==> config.mk <==
export PLATFORM = sky130hd
export DESIGN_NAME = config_loader
export DESIGN_NICKNAME = d
export VERILOG_FILES = /design/src/rtl/config_loader_pkg.sv /design/src/rtl/pe_id_decoder.sv /design/src/rtl/config_loader.sv
export SDC_FILE = /design/constraint.sdc
export NUM_CORES = 1
export LEC_CHECK = 0
export CORE_MARGIN = 4
export CORE_UTILIZATION = 25
export DETAILED_ROUTE_END_ITERATION = 16
export GPL_TIMING_DRIVEN = 1
export PLACE_DENSITY_LB_ADDON = 0.2
export SETUP_SLACK_MARGIN = 0.1
export SYNTH_ARGS = -nofsm -noshare
export SYNTH_HDL_FRONTEND = slang
export SYNTH_SLANG_ARGS = --single-unit
==> constraint.sdc <==
create_clock -name clk -period 4.6 [get_ports clk]
set_clock_uncertainty 0.1 [all_clocks]
set_input_delay 0.92 -clock clk [delete_from_list [all_inputs] [get_ports clk]]
set_output_delay 0.92 -clock clk [all_outputs]
set_load 0.01 [all_outputs]
==> src/rtl/config_loader_pkg.sv <==
// ============================================================================
//  Module      : config_loader_pkg
//  Description : Shared types for the PE-array configuration loader.
//  Revision    : 1.0
// ============================================================================
`default_nettype none

package config_loader_pkg;

    localparam int C_PE_ID_BIT_LENGTH           = 4;
    localparam int C_NEIGHBOR_PE_NUM_BIT_LENGTH = 3;
    localparam int C_OPERATION_BIT_LENGTH       = 4;
    localparam int C_DATA_WIDTH                 = 32;
    localparam int C_CONTEXT_SIZE_BIT_LENGTH    = 3;

    typedef enum logic [1:0] {
        ST_LOAD  = 2'd0,
        ST_FLUSH = 2'd1,
        ST_START = 2'd2,
        ST_RUN   = 2'd3
    } loader_state_t;

    // PE ConfigData fields plus the routing/framing fields of the input stream
    typedef struct packed {
        logic [C_PE_ID_BIT_LENGTH-1:0]           pe_id;
        logic [C_CONTEXT_SIZE_BIT_LENGTH-1:0]    index;
        logic [C_NEIGHBOR_PE_NUM_BIT_LENGTH-1:0] input_PE_1;
        logic [C_NEIGHBOR_PE_NUM_BIT_LENGTH-1:0] input_PE_2;
        logic [C_OPERATION_BIT_LENGTH-1:0]       op;
        logic [C_DATA_WIDTH-1:0]                 const_data;
        logic                                    last;
    } ConfigWord;

endpackage

`default_nettype wire

==> src/rtl/pe_id_decoder.sv <==
// ============================================================================
//  Module      : pe_id_decoder
//  Description : Binary PE id to one-hot strobe with PE/context range check.
//  Revision    : 1.0
// ============================================================================
`default_nettype none

module pe_id_decoder #(
    parameter int PE_NUM                  = 16,
    parameter int PE_ID_BIT_LENGTH        = 4,
    parameter int CONTEXT_SIZE_BIT_LENGTH = 3,
    parameter int CONTEXT_SW_SIZE         = 4
) (
    input  logic [PE_ID_BIT_LENGTH-1:0]        pe_id,
    input  logic [CONTEXT_SIZE_BIT_LENGTH-1:0] index,
    output logic [PE_NUM-1:0]                  onehot,
    output logic                               legal
);

    logic [31:0] w_pe_id_ext;
    logic [31:0] w_index_ext;

    assign w_pe_id_ext = {{(32-PE_ID_BIT_LENGTH){1'b0}}, pe_id};
    assign w_index_ext = {{(32-CONTEXT_SIZE_BIT_LENGTH){1'b0}}, index};
    assign legal       = (w_pe_id_ext < PE_NUM) && (w_index_ext < CONTEXT_SW_SIZE);

    // An illegal word must never raise any strobe
    for (genvar gi = 0; gi < PE_NUM; gi++) begin : g_onehot
        assign onehot[gi] = legal && (w_pe_id_ext == gi);
    end

endmodule

`default_nettype wire

==> src/rtl/config_loader.sv <==
// ============================================================================
//  Module      : config_loader
//  Description : Streams config words onto the PE config bus, then pulses
//                config_reset and reports the array as running.
//  Revision    : 1.0
// ============================================================================
`default_nettype none

module config_loader
    import config_loader_pkg::*;
#(
    parameter int PE_NUM                     = 16,
    parameter int PE_ID_BIT_LENGTH           = 4,
    parameter int NEIGHBOR_PE_NUM_BIT_LENGTH = 3,
    parameter int OPERATION_BIT_LENGTH       = 4,
    parameter int DATA_WIDTH                 = 32,
    parameter int CONTEXT_SIZE_BIT_LENGTH    = 3,
    parameter int CONTEXT_SW_SIZE            = 4,
    parameter int WORD_COUNT_WIDTH           = 16
) (
    input  logic                                  clk,
    input  logic                                  reset,
    input  logic                                  cfg_valid,
    output logic                                  cfg_ready,
    input  logic [PE_ID_BIT_LENGTH-1:0]           cfg_pe_id,
    input  logic [CONTEXT_SIZE_BIT_LENGTH-1:0]    cfg_index,
    input  logic [NEIGHBOR_PE_NUM_BIT_LENGTH-1:0] cfg_input_PE_1,
    input  logic [NEIGHBOR_PE_NUM_BIT_LENGTH-1:0] cfg_input_PE_2,
    input  logic [OPERATION_BIT_LENGTH-1:0]       cfg_op,
    input  logic [DATA_WIDTH-1:0]                 cfg_const_data,
    input  logic                                  cfg_last,
    input  logic                                  reload,
    output logic [NEIGHBOR_PE_NUM_BIT_LENGTH-1:0] config_input_PE_1,
    output logic [NEIGHBOR_PE_NUM_BIT_LENGTH-1:0] config_input_PE_2,
    output logic [OPERATION_BIT_LENGTH-1:0]       config_op,
    output logic [DATA_WIDTH-1:0]                 config_const_data,
    output logic [CONTEXT_SIZE_BIT_LENGTH-1:0]    config_index,
    output logic [PE_NUM-1:0]                     write_config_data,
    output logic                                  config_reset,
    output logic                                  run_active,
    output logic                                  cfg_error,
    output logic [WORD_COUNT_WIDTH-1:0]           word_count
);

    localparam logic [WORD_COUNT_WIDTH-1:0] c_count_one = {{(WORD_COUNT_WIDTH-1){1'b0}}, 1'b1};

    loader_state_t     r_state;
    logic [PE_NUM-1:0] w_onehot;
    logic              w_legal;
    logic              w_xfer;

    pe_id_decoder #(
        .PE_NUM                  (PE_NUM),
        .PE_ID_BIT_LENGTH        (PE_ID_BIT_LENGTH),
        .CONTEXT_SIZE_BIT_LENGTH (CONTEXT_SIZE_BIT_LENGTH),
        .CONTEXT_SW_SIZE         (CONTEXT_SW_SIZE)
    ) u_pe_id_decoder (
        .pe_id  (cfg_pe_id),
        .index  (cfg_index),
        .onehot (w_onehot),
        .legal  (w_legal)
    );

    // cfg_ready is registered and high only in LOAD, so it qualifies the transfer
    assign w_xfer = cfg_valid && cfg_ready;

    always_ff @(posedge clk) begin
        if (reset) begin
            r_state           <= ST_LOAD;
            cfg_ready         <= 1'b1;
            config_input_PE_1 <= '0;
            config_input_PE_2 <= '0;
            config_op         <= '0;
            config_const_data <= '0;
            config_index      <= '0;
            write_config_data <= '0;
            config_reset      <= 1'b0;
            run_active        <= 1'b0;
            cfg_error         <= 1'b0;
            word_count        <= '0;
        end else begin
            write_config_data <= '0;
            config_reset      <= 1'b0;
            case (r_state)
                ST_LOAD: begin
                    if (w_xfer) begin
                        if (word_count != {WORD_COUNT_WIDTH{1'b1}}) begin
                            word_count <= word_count + c_count_one;
                        end
                        if (w_legal) begin
                            config_input_PE_1 <= cfg_input_PE_1;
                            config_input_PE_2 <= cfg_input_PE_2;
                            config_op         <= cfg_op;
                            config_const_data <= cfg_const_data;
                            config_index      <= cfg_index;
                            write_config_data <= w_onehot;
                        end else begin
                            cfg_error <= 1'b1;
                        end
                        if (cfg_last) begin
                            r_state   <= ST_FLUSH;
                            cfg_ready <= 1'b0;
                        end
                    end
                end
                ST_FLUSH: begin
                    r_state      <= ST_START;
                    config_reset <= 1'b1;
                end
                ST_START: begin
                    r_state    <= ST_RUN;
                    run_active <= 1'b1;
                end
                ST_RUN: begin
                    if (reload) begin
                        r_state    <= ST_LOAD;
                        cfg_ready  <= 1'b1;
                        run_active <= 1'b0;
                        word_count <= '0;
                        cfg_error  <= 1'b0;
                    end
                end
                default: begin
                    r_state <= ST_LOAD;
                end
            endcase
        end
    end

endmodule

`default_nettype wire

==> out/metrics.cfg <==
[outcome]
status=finished clean

[pwr]
netSwitchingPower_uw=609
seqPwrFrac_pct=40.4
ir_drop_v=0.000296
pwr-share-clk_pct=34.0
p_leak_uw=0.00175
finalPower_uw=2100
comb_power_share_pct=25.6
cellPowerDensity_nw_per_um2=427
switching_share_pct=28.9
p_int_uw=1500

[flow_run]
drv_cap=0

[timing]
setup_violations=0
finalCriticalPeriod_ns=2.76
slew_violations=0
fmax_ghz=0.363
fin_tns_setup_ns=0
tightest_slew_ns=0.959
fin_crit_sh_pct=59.9
hold_viol_final=0
hold_ws_ns=0.352
relSlewSlack_pct=35.9
rsz0062_at_grt=false

[yosys]
syn_area_um2=3150
synth_top_area_cell=dfxtp_1
ys_seq_area_share_pct=52.7
synth.net_count=442
synthCells=382
synth_ff_type=dfxtp_1
yosys_warnings=0
netlist.area_leader.share_pct=52.7
synth-async-reset-ratio_pct=0
ys_seq_elements=83
ys_top_cells_by_area=dfxtp_1 53%, nand2_1 13%, a21oi_1 8.6%
ys_types=40
avgSynthCellArea_um2=8.25
synth_edf_count=0

[grt]
grt_pass1_wl_um=15000
met2_usage_pct=20.5
grtUsageMet1_pct=15.5
grt_start_max_net_pins=48
gr-max-usage-layer=met2
use_met3_pct=6.50
antenna_found_initial=0
grt_pass1_vias=2982
grt-ovfl-total=0
grt_util_all_layers_pct=12.8

[clocking]
cts_resized=0
cts_buffers=9
clock_latency_ns=0.33
h-tree-depth=3
root_buffer=clkbuf_16
post_cts_buffers=0
cts_buffer_depth=2
cts_tree=yes
cts_hold_buf=0
path_clk_slew_ns=0.06
cts_sinks=83

[route]
antenna_left=0
drc_errors=0
wl_um=9300
wl_per_cell_um=13.7
routed_via_density=4.53
drt_iter0_drc=208
drt_first_pass_iters=4
num_vias=3078

[critical_path]
reg2reg_depth=6
cp_num_buf_inv=1
worstPathCellList=clkdlybuf4s50_1 -> nand3_2 -> or2_2 -> nor3_1 -> nand2b_1 -> nor3_1
r2r_end=word_count[15]
cpMostUsedCell=nor3_1
cp-end-kind=flop
worst-path-stages=6
arrival_ns=2.91
r2r_slack_ns=2.07
path_max_fanout=47
max_stage_delay_ns=0.66
r2r_start=r_state[0]
cpMaxStageDelayCell=or2_2
critPathKind=in -> reg
critPathRequiredTime_ns=4.75
startpoint=cfg_valid
startpoint_type=input pin
cpLargestDelayFamily=simple AND/OR/NAND/NOR gates

[finish]
area_growth_pct=56.5
nNetsFinal=568
layout-drive-gt1-share_pct=4.49
final_common_cell=clkdlybuf4s50_1
final_cell_mix=133 x clkdlybuf4s50_1, 108 x nand2_1, 83 x dfxtp_1
fillers=1217
final_cells=680
antennaDiodeCount=0

[min_path]
worstHoldStart=config_const_data[27]
hold_depth=2
hold_path_class=reg -> reg
min_to=config_const_data[27]

[floorplan]
die_height_um=120
die-area_um2=14500
fp-row-count=40
core-area_um2=12200
pin_count=135
die_x_um=120
initial_core_util_pct=25.9

[place]
hpwl_um=6610
gp_congestion=0.776
port_buffers=134
place_inst=665

-- power groups by stage --
stage                     combinational (uW)  clock, uW  sequential [uW]
after detailed placement                 547          0              865
after global routing                     602        768              863
after CTS                                547        743              851
final                                    538        716              850
after global placement                   538          0              864
after floorplan                          257          0              891
-- stage by stage --
stage	utilization (%)	setup WS [ns]	area (um2)
finish	40.5	1.84	4930
global route	40.5	1.60	4930
CTS	40.5	1.85	4930
detailed placement	38.1	1.48	4640
global placement	38.1	1.51	4640
floorplan	-	2.43	3150
-- synth_stat cells (2+ instances only) --
library cell  count
nand2b_1          6
dfxtp_1          83
or3_1             2
a31oi_1           4
a21o_1            7
nor2b_1           3
nor4_1            3
o2bb2ai_1         2
and4_1            3
or2_2             2
nand3_1           7
nor3_1           11
and3_1            4
o22ai_1           2
o21ai_0           4
inv_1             5
nor2_1           24
nand3b_1          3
a31o_2            3
ha_1              6
a41oi_1           2
clkbuf_1         18
nand2_1         108
a21oi_1          54
-- final cells by class --
cell class	instances	area [um2]	share of cell area [%]
clock buffer	13	260	5.28
clock inverter	2	35.0	0.710
inverter	5	18.8	0.381
multi-input combinational	274	1400	28.4
sequential	83	1660	33.7
tap	168	210	4.26
timing repair buffer	135	1340	27.3
-- how the worst max path moves through the flow --
stage,end,slack (ns)
2_1_floorplan,word_count[15],2.43
3_3_place_gp,write_config_data[0],1.51
3_5_place_dp,word_count[15],1.48
4_1_cts,word_count[15],1.85
5_1_grt,write_config_data[4],1.60
6_report,write_config_data[0],1.84
-- sequential cells by signal, indices dropped and copies added, names as in the netlist --
| name | cells |
|---|---|
| config_const_data | 32 |
| word_count | 16 |
| write_config_data | 16 |
| config_op | 4 |
| config_index | 3 |
| config_input_PE_1 | 3 |
| config_input_PE_2 | 3 |
| r_state | 2 |
| cfg_error | 1 |
| cfg_ready | 1 |
| config_reset | 1 |
| run_active | 1 |
-- worst min-delay path, stage by stage (launching register included) --
cell and delay, ns:
dfxtp_1 0.31, nand2_1 0.05, a21oi_1 0.05
-- layer usage --
layer | vias up | share of wire [%]
met5 | - | 0
met4 | 0 | 0.58
met3 | 6 | 8.4
met2 | 100 | 47
met1 | 1423 | 44
li1 | 1549 | -
-- kinds of logic after synthesis --
family | Yosys count | synth area share, %
compound gates | 86 | 16.1
buf+inv | 25 | 3.02
fa+ha+maj | 6 | 2.38
flops | 83 | 52.7
simple gates | 182 | 25.7
(Power assumes the default switching activity.)
